**src/rtl/addsub_arbiter_pkg.sv**
```systemverilog
`default_nettype none
// ---------------------------------------------------------------------------
// addsub_arbiter_pkg : shared constants for the arbitrated add/sub unit
// Revision: 1.0
// ---------------------------------------------------------------------------
package addsub_arbiter_pkg;

  localparam int unsigned C_DATA_W = 16;
  localparam int unsigned C_FLAG_W = 3;

  // Flag vector layout is {N,Z,V}
  localparam int unsigned FLAG_V = 0;
  localparam int unsigned FLAG_Z = 1;
  localparam int unsigned FLAG_N = 2;

  localparam logic [C_DATA_W-1:0] SAT_POS = 16'h7FFF;
  localparam logic [C_DATA_W-1:0] SAT_NEG = 16'h8000;

  localparam logic REQ_ALU  = 1'b0;
  localparam logic REQ_ADDR = 1'b1;

  typedef logic [C_DATA_W-1:0] data_t;
  typedef logic [C_FLAG_W-1:0] flag_t;

endpackage : addsub_arbiter_pkg
`default_nettype wire

```
**src/rtl/CLA_16b.sv**
```systemverilog
`default_nettype none
// ---------------------------------------------------------------------------
// CLA_16b : 16-bit carry-lookahead adder with signed saturation and NZV flags
// Revision: 1.0
// ---------------------------------------------------------------------------
module CLA_16b
  import addsub_arbiter_pkg::*;
(
  input  logic [15:0] a,
  input  logic [15:0] b,
  input  logic        sub,
  output logic [15:0] result,
  output logic [2:0]  flag
);

  logic [15:0] w_gen;
  logic [15:0] w_prop;
  logic [16:0] w_carry;
  logic [3:0]  w_grp_gen;
  logic [3:0]  w_grp_prop;
  logic [4:0]  w_grp_carry;
  logic [15:0] w_raw;
  logic        w_ovf;

  assign w_gen  = a & b;
  assign w_prop = a ^ b;

  genvar gi;
  generate
    for (gi = 0; gi < 4; gi++) begin : g_grp
      assign w_grp_prop[gi] = &w_prop[4*gi +: 4];
      assign w_grp_gen[gi]  = w_gen[4*gi+3]
                            | (w_prop[4*gi+3] & w_gen[4*gi+2])
                            | (w_prop[4*gi+3] & w_prop[4*gi+2] & w_gen[4*gi+1])
                            | (w_prop[4*gi+3] & w_prop[4*gi+2] & w_prop[4*gi+1] & w_gen[4*gi]);
    end
  endgenerate

  // Group carries look ahead; carries inside a nibble ripple from the group carry-in
  always_comb begin
    w_grp_carry    = '0;
    w_carry        = '0;
    w_grp_carry[0] = sub;
    for (int k = 0; k < 4; k++) begin
      w_grp_carry[k+1] = w_grp_gen[k] | (w_grp_prop[k] & w_grp_carry[k]);
    end
    for (int k = 0; k < 4; k++) begin
      w_carry[4*k] = w_grp_carry[k];
      for (int j = 0; j < 3; j++) begin
        w_carry[4*k+j+1] = w_gen[4*k+j] | (w_prop[4*k+j] & w_carry[4*k+j]);
      end
    end
    w_carry[16] = w_grp_carry[4];
  end

  assign w_raw = w_prop ^ w_carry[15:0];
  assign w_ovf = (a[15] == b[15]) && (w_raw[15] != a[15]);

  always_comb begin
    result = w_raw;
    if (w_ovf) begin
      result = a[15] ? SAT_NEG : SAT_POS;
    end
    flag         = '0;
    flag[FLAG_N] = result[15];
    flag[FLAG_Z] = (result == 16'h0000);
    flag[FLAG_V] = w_ovf;
  end

endmodule : CLA_16b
`default_nettype wire

```
**src/rtl/addsub_arbiter_rr_arb2.sv**
```systemverilog
`default_nettype none
// ---------------------------------------------------------------------------
// rr_arb2 : two-way round-robin arbiter; priority rotates only on accept
// Revision: 1.0
// ---------------------------------------------------------------------------
module rr_arb2
  import addsub_arbiter_pkg::*;
(
  input  logic       clk,
  input  logic       rst,
  input  logic [1:0] valid,
  input  logic       accept,
  output logic [1:0] grant
);

  logic r_last_grant;

  always_comb begin
    grant = 2'b00;
    case (valid)
      2'b01:   grant = 2'b01;
      2'b10:   grant = 2'b10;
      2'b11:   grant = (r_last_grant == REQ_ADDR) ? 2'b01 : 2'b10;
      default: grant = 2'b00;
    endcase
  end

  always_ff @(posedge clk) begin
    if (rst) begin
      r_last_grant <= REQ_ADDR;
    end else if (accept) begin
      r_last_grant <= grant[1];
    end
  end

endmodule : rr_arb2
`default_nettype wire

```
**src/rtl/addsub_arbiter.sv**
```systemverilog
`default_nettype none
// ---------------------------------------------------------------------------
// addsub_arbiter : shares one saturating add/sub unit between two requesters
// Revision: 1.0
// ---------------------------------------------------------------------------
module addsub_arbiter
  import addsub_arbiter_pkg::*;
#(
  parameter int unsigned DATA_W = 16,  // fixed by CLA_16b
  parameter int unsigned FLAG_W = 3
) (
  input  logic                clk,
  input  logic                rst,
  input  logic [1:0]          req_valid,
  output logic [1:0]          req_ready,
  input  logic [2*DATA_W-1:0] req_a,
  input  logic [2*DATA_W-1:0] req_b,
  input  logic [1:0]          req_sub,
  input  logic [1:0]          req_setf,
  output logic                rsp_valid,
  input  logic                rsp_ready,
  output logic [DATA_W-1:0]   rsp_data,
  output logic [FLAG_W-1:0]   rsp_flag,
  output logic                rsp_id,
  output logic [FLAG_W-1:0]   flag_q
);

  logic [1:0]        w_grant;
  logic              w_slot_free;
  logic              w_accept;
  logic              w_sel;
  logic [DATA_W-1:0] w_op_a;
  logic [DATA_W-1:0] w_op_b;
  logic              w_op_sub;
  logic              w_op_setf;
  logic [DATA_W-1:0] w_result;
  logic [FLAG_W-1:0] w_flag;

  // Nothing is accepted while reset is held, so no op survives into the reset state
  assign w_slot_free = ~rsp_valid | rsp_ready;
  assign req_ready   = rst ? 2'b00 : (w_grant & {2{w_slot_free}});
  assign w_accept    = |(req_valid & req_ready);

  rr_arb2 u_rr_arb2 (
    .clk    (clk),
    .rst    (rst),
    .valid  (req_valid),
    .accept (w_accept),
    .grant  (w_grant)
  );

  assign w_sel     = w_grant[1];
  assign w_op_a    = w_sel ? req_a[2*DATA_W-1:DATA_W] : req_a[DATA_W-1:0];
  assign w_op_sub  = w_sel ? req_sub[1]  : req_sub[0];
  assign w_op_setf = w_sel ? req_setf[1] : req_setf[0];
  assign w_op_b    = (w_sel ? req_b[2*DATA_W-1:DATA_W] : req_b[DATA_W-1:0])
                   ^ {DATA_W{w_op_sub}};

  CLA_16b u_cla (
    .a      (w_op_a),
    .b      (w_op_b),
    .sub    (w_op_sub),
    .result (w_result),
    .flag   (w_flag)
  );

  always_ff @(posedge clk) begin
    if (rst) begin
      rsp_valid <= 1'b0;
      rsp_data  <= '0;
      rsp_flag  <= '0;
      rsp_id    <= REQ_ALU;
      flag_q    <= '0;
    end else if (w_accept) begin
      rsp_valid <= 1'b1;
      rsp_data  <= w_result;
      rsp_flag  <= w_flag;
      rsp_id    <= w_sel;
      if (w_op_setf) begin
        flag_q <= w_flag;
      end
    end else if (rsp_ready) begin
      // Data and flags are left as-is so the outputs never go unknown
      rsp_valid <= 1'b0;
    end
  end

endmodule : addsub_arbiter
`default_nettype wire

```
**config.mk**
```make
export PLATFORM = sky130hd
export DESIGN_NAME = addsub_arbiter
export DESIGN_NICKNAME = d
export VERILOG_FILES = /design/src/rtl/addsub_arbiter_pkg.sv /design/src/rtl/CLA_16b.sv /design/src/rtl/addsub_arbiter_rr_arb2.sv /design/src/rtl/addsub_arbiter.sv
export SDC_FILE = /design/constraint.sdc
export NUM_CORES = 1
export LEC_CHECK = 0
export CAP_MARGIN = 10
export CORE_ASPECT_RATIO = 0.7
export CORE_MARGIN = 3
export CORE_UTILIZATION = 40
export DETAILED_ROUTE_END_ITERATION = 8
export PLACE_DENSITY = 0.88
export SLEW_MARGIN = 20
export SYNTH_ARGS = -nofsm -noshare
export SYNTH_HDL_FRONTEND = slang
export SYNTH_HIERARCHICAL = 1
export SYNTH_SLANG_ARGS = --single-unit
```
**constraint.sdc**
```tcl
create_clock -name clk -period 6.4 [get_ports clk]
set_clock_uncertainty 0.05 [all_clocks]
set_input_delay 1.6 -clock clk [delete_from_list [all_inputs] [get_ports clk]]
set_output_delay 1.6 -clock clk [all_outputs]
set_load 0.005 [all_outputs]
```
==> flow_summary.json <==
{
  "drt_wl_total_mm": 8.23,
  "drt-pass1-iter-count": 5,
  "vias_per_cell": 5.76,
  "die_x_um": 102,
  "cts_tree": "yes",
  "hold_violations": 0,
  "internal-power_uw": 481,
  "yosys.area.top_type": "dfxtp_1",
  "use_met2_pct": 37.0,
  "grt_pass1_vias": 2723,
  "clkPwrFrac_pct": 11.8,
  "syn-cell-area_mm2": 0.00256,
  "rsz0062_at_grt": "false",
  "layout_common_cells": "96 x clkdlybuf4s50_1, 42 x a21oi_1, 34 x buf_4, 29 x nor2_1, 25 x dfxtp_1",
  "slew_viol_final": 0,
  "fin_setup_tns_ns": 0,
  "maxCapViolCount": 0,
  "met1_usage_pct": 25.6,
  "path_cells": "dlymetal6s2s_1 -> a21boi_4 -> mux2i_4 -> buf_6 -> xor2_2 -> ha_1 -> nand3_2 -> nor2_1 -> o31ai_2 -> or4b_4 -> and2_4 -> fa_2 -> fa_2 -> fa_1 -> nor3_2 -> nand4_1 -> nor4_2 -> nand4_1 -> a21oi_1",
  "n_antenna_cell": 0,
  "seq_area_um2": 500,
  "comb_power_share_pct": 66.3,
  "clkSlewWorstSetupHoldPaths_ns": 0.09,
  "switching_share_pct": 40.5,
  "final_area_mm2": 0.00393,
  "grt_util_met3_pct": 3.92,
  "rows": 23,
  "preCtsSetupSlack_ns": -0.347,
  "period_needed_ns": 6.11,
  "die_area_mm2": 0.00741,
  "fill_cells": 459,
  "place_congestion": 0.890,
  "utilization_pct": 66.0,
  "critPathKind": "primary input to flip-flop",
  "critical_path_buf_inv_count": 2,
  "fin_ws_ns": 0.294,
  "gr-max-usage-layer": "met2",
  "stdcell_count": 498,
  "hp-class": "flip-flop to flip-flop",
  "clk_path_buf_depth": 2,
  "num_io_pins": 99,
  "htreeDepth": 1,
  "yosys.area.top_type_share_pct": 19.6,
  "cts-root-buf": "clkbuf_8",
  "numCtsBuffers": 3,
  "syn-num-nets": 407,
  "multi_input_area_mm2": 0.00192,
  "max_freq_mhz": 164,
  "clock_latency_ns": 0.27,
  "num_vias": 2866,
  "start_util_pct": 43.0,
  "wl_per_cell_um": 16.5,
  "clock_sinks": 25,
  "layout_commonest_cell": "clkdlybuf4s50_1",
  "worstPathRequired_ns": 6.55,
  "dp_hpwl_mm": 6.22,
  "setup_viol": 0,
  "slew_headroom_pct": 45.0,
  "antenna_left": 0,
  "antenna_found_initial": 0,
  "p_sw_uw": 327,
  "status": "complete, no violations",
  "overflow": 0,
  "drt_iter0_drc": 238,
  "synthDistinctLibCells": 42,
  "critPathArrivalTime_ns": 6.26,
  "core_area_mm2": 0.00596,
  "syn2layout_area_growth_pct": 53.6,
  "die_h_um": 72.9,
  "synth_area_leaders": "dfxtp_1 20%, fa_1 9.4%, a21oi_1 8.4%, mux2_2 7.0%, mux2i_1 6.6%",
  "cp-start-kind": "primary input",
  "seqPwrFrac_pct": 21.9,
  "powerDensity_mw_per_mm2": 205,
  "worstSetupEndpointType": "flip-flop",
  "cp_slowest_cell": "fa_1",
  "slowest_delay_ns": 0.51,
  "finalPower_uw": 808,
  "track_usage_pct": 20.4,
  "dp_cells": 491,
  "fin_crit_sh_pct": 95.4,
  "dpl-instance-area_mm2": 0.00379,
  "seq_area_frac_synth_pct": 19.6,
  "grt_max_degree": 46,
  "fin_hold_ws_ns": 0.424,
  "hold_buffers": 0,
  "port_buffers": 98,
  "syn_area_per_cell_um2": 8.26,
  "cp_max_fo": 5,
  "final_nets": 521,
  "p_leak_nw": 1.56,
  "synth-seq-cells": 25,
  "post-route-drc-count": 0,
  "peakVddDrop_mv": 0.106,
  "worst_pin_slew_ns": 0.822,
  "grt_pass1_wl_mm": 12.3,
  "critPathTopFamily": "adder cells",
  "drive_above_1_share_pct": 18.2,
  "yosysWarnings": 6,
  "syn_inst": 310
}
==> logic make-up after synthesis <==
group                    count (synthesis)  synth area share (%)
XOR/XNOR                                20                  6.84
AND/OR/NAND/NOR                         82                  16.4
multiplexers                            34                  14.6
adder cells (fa/ha/maj)                 24                  15.2
AO/OA/AOI/OAI                           81                  19.4
flip-flops                              25                  19.6
buffers and inverters                   44                  8.02
==> path summary, 6_finish.rpt <==
path                     startpoint           end  slack [ns]  cells after the start
min                    rsp_data[15]  rsp_data[15]        0.42                      2
min reg2reg            rsp_data[15]  rsp_data[15]        0.42                      2
max                    req_valid[0]   rsp_flag[1]        0.29                     19
max reg2reg  u_rr_arb2/r_last_grant   rsp_flag[1]        1.40                     18
==> metal layers <==
metal / wire [µm] / part of all wire (%) / up-vias
met5: 0 / 0 / -
li1: - / - / 1334
met2: 4210 / 51 / 162
met1: 3140 / 38 / 1346
met4: 124 / 1.5 / 0
met3: 757 / 9.2 / 24
==> power groups by stage <==
stage | clock network, mW | registers, mW | logic (mW)
floorplan | 0 | 0.180 | 0.301
global placement | 0 | 0.180 | 0.472
detailed placement | 0 | 0.181 | 0.493
CTS | 0.0930 | 0.177 | 0.499
global route | 0.102 | 0.178 | 0.581
finish | 0.0954 | 0.177 | 0.536
==> flip-flops by register name (all words and copies together), names as in the netlist <==
signal and count:
flag_q 3, rsp_data 16, rsp_flag 3, rsp_id 1, rsp_valid 1, u_rr_arb2/r_last_grant 1
==> repair_timing <==
item | in CTS | in global routing
setup endpoints to repair | 1 | 10
resized for setup | 1 | 17
pin swaps | 1 | 11
setup buffers | 0 | 3
==> worst min-delay path: cells and delay by family (launching register included) <==
family / cells / cell delay (ns)
AOI/OAI and AO/OA: 2 / 0.12
DFF: 1 / 0.32
==> cells in the mapped netlist, drive strengths merged <==
cell type / number
o311ai: 3
nand3: 3
clkbuf: 13
xnor2: 4
a211o: 1
a22o: 1
nor2b: 4
o31ai: 21
and2: 1
mux2: 16
xor2: 16
o21ai: 7
nor4: 1
or3: 1
or4b: 1
nand4: 21
mux2i: 18
or2: 1
a22oi: 1
nor3: 3
or4: 1
a21oi: 44
ha: 12
and3: 2
dfxtp: 25
nand2b: 3
buf: 16
a21boi: 2
fa: 12
nand2: 10
inv: 15
nor2: 29
o21bai: 1
nor4b: 1
==> cell type report <==
type | instances | share of cell area [%]
inverter | 15 | 1.43
sequential | 25 | 12.7
multi-input combinational | 241 | 48.8
timing repair buffer | 138 | 33.5
clock buffer | 4 | 1.15
tap | 75 | 2.39
Power figures use the tool's default switching activity.
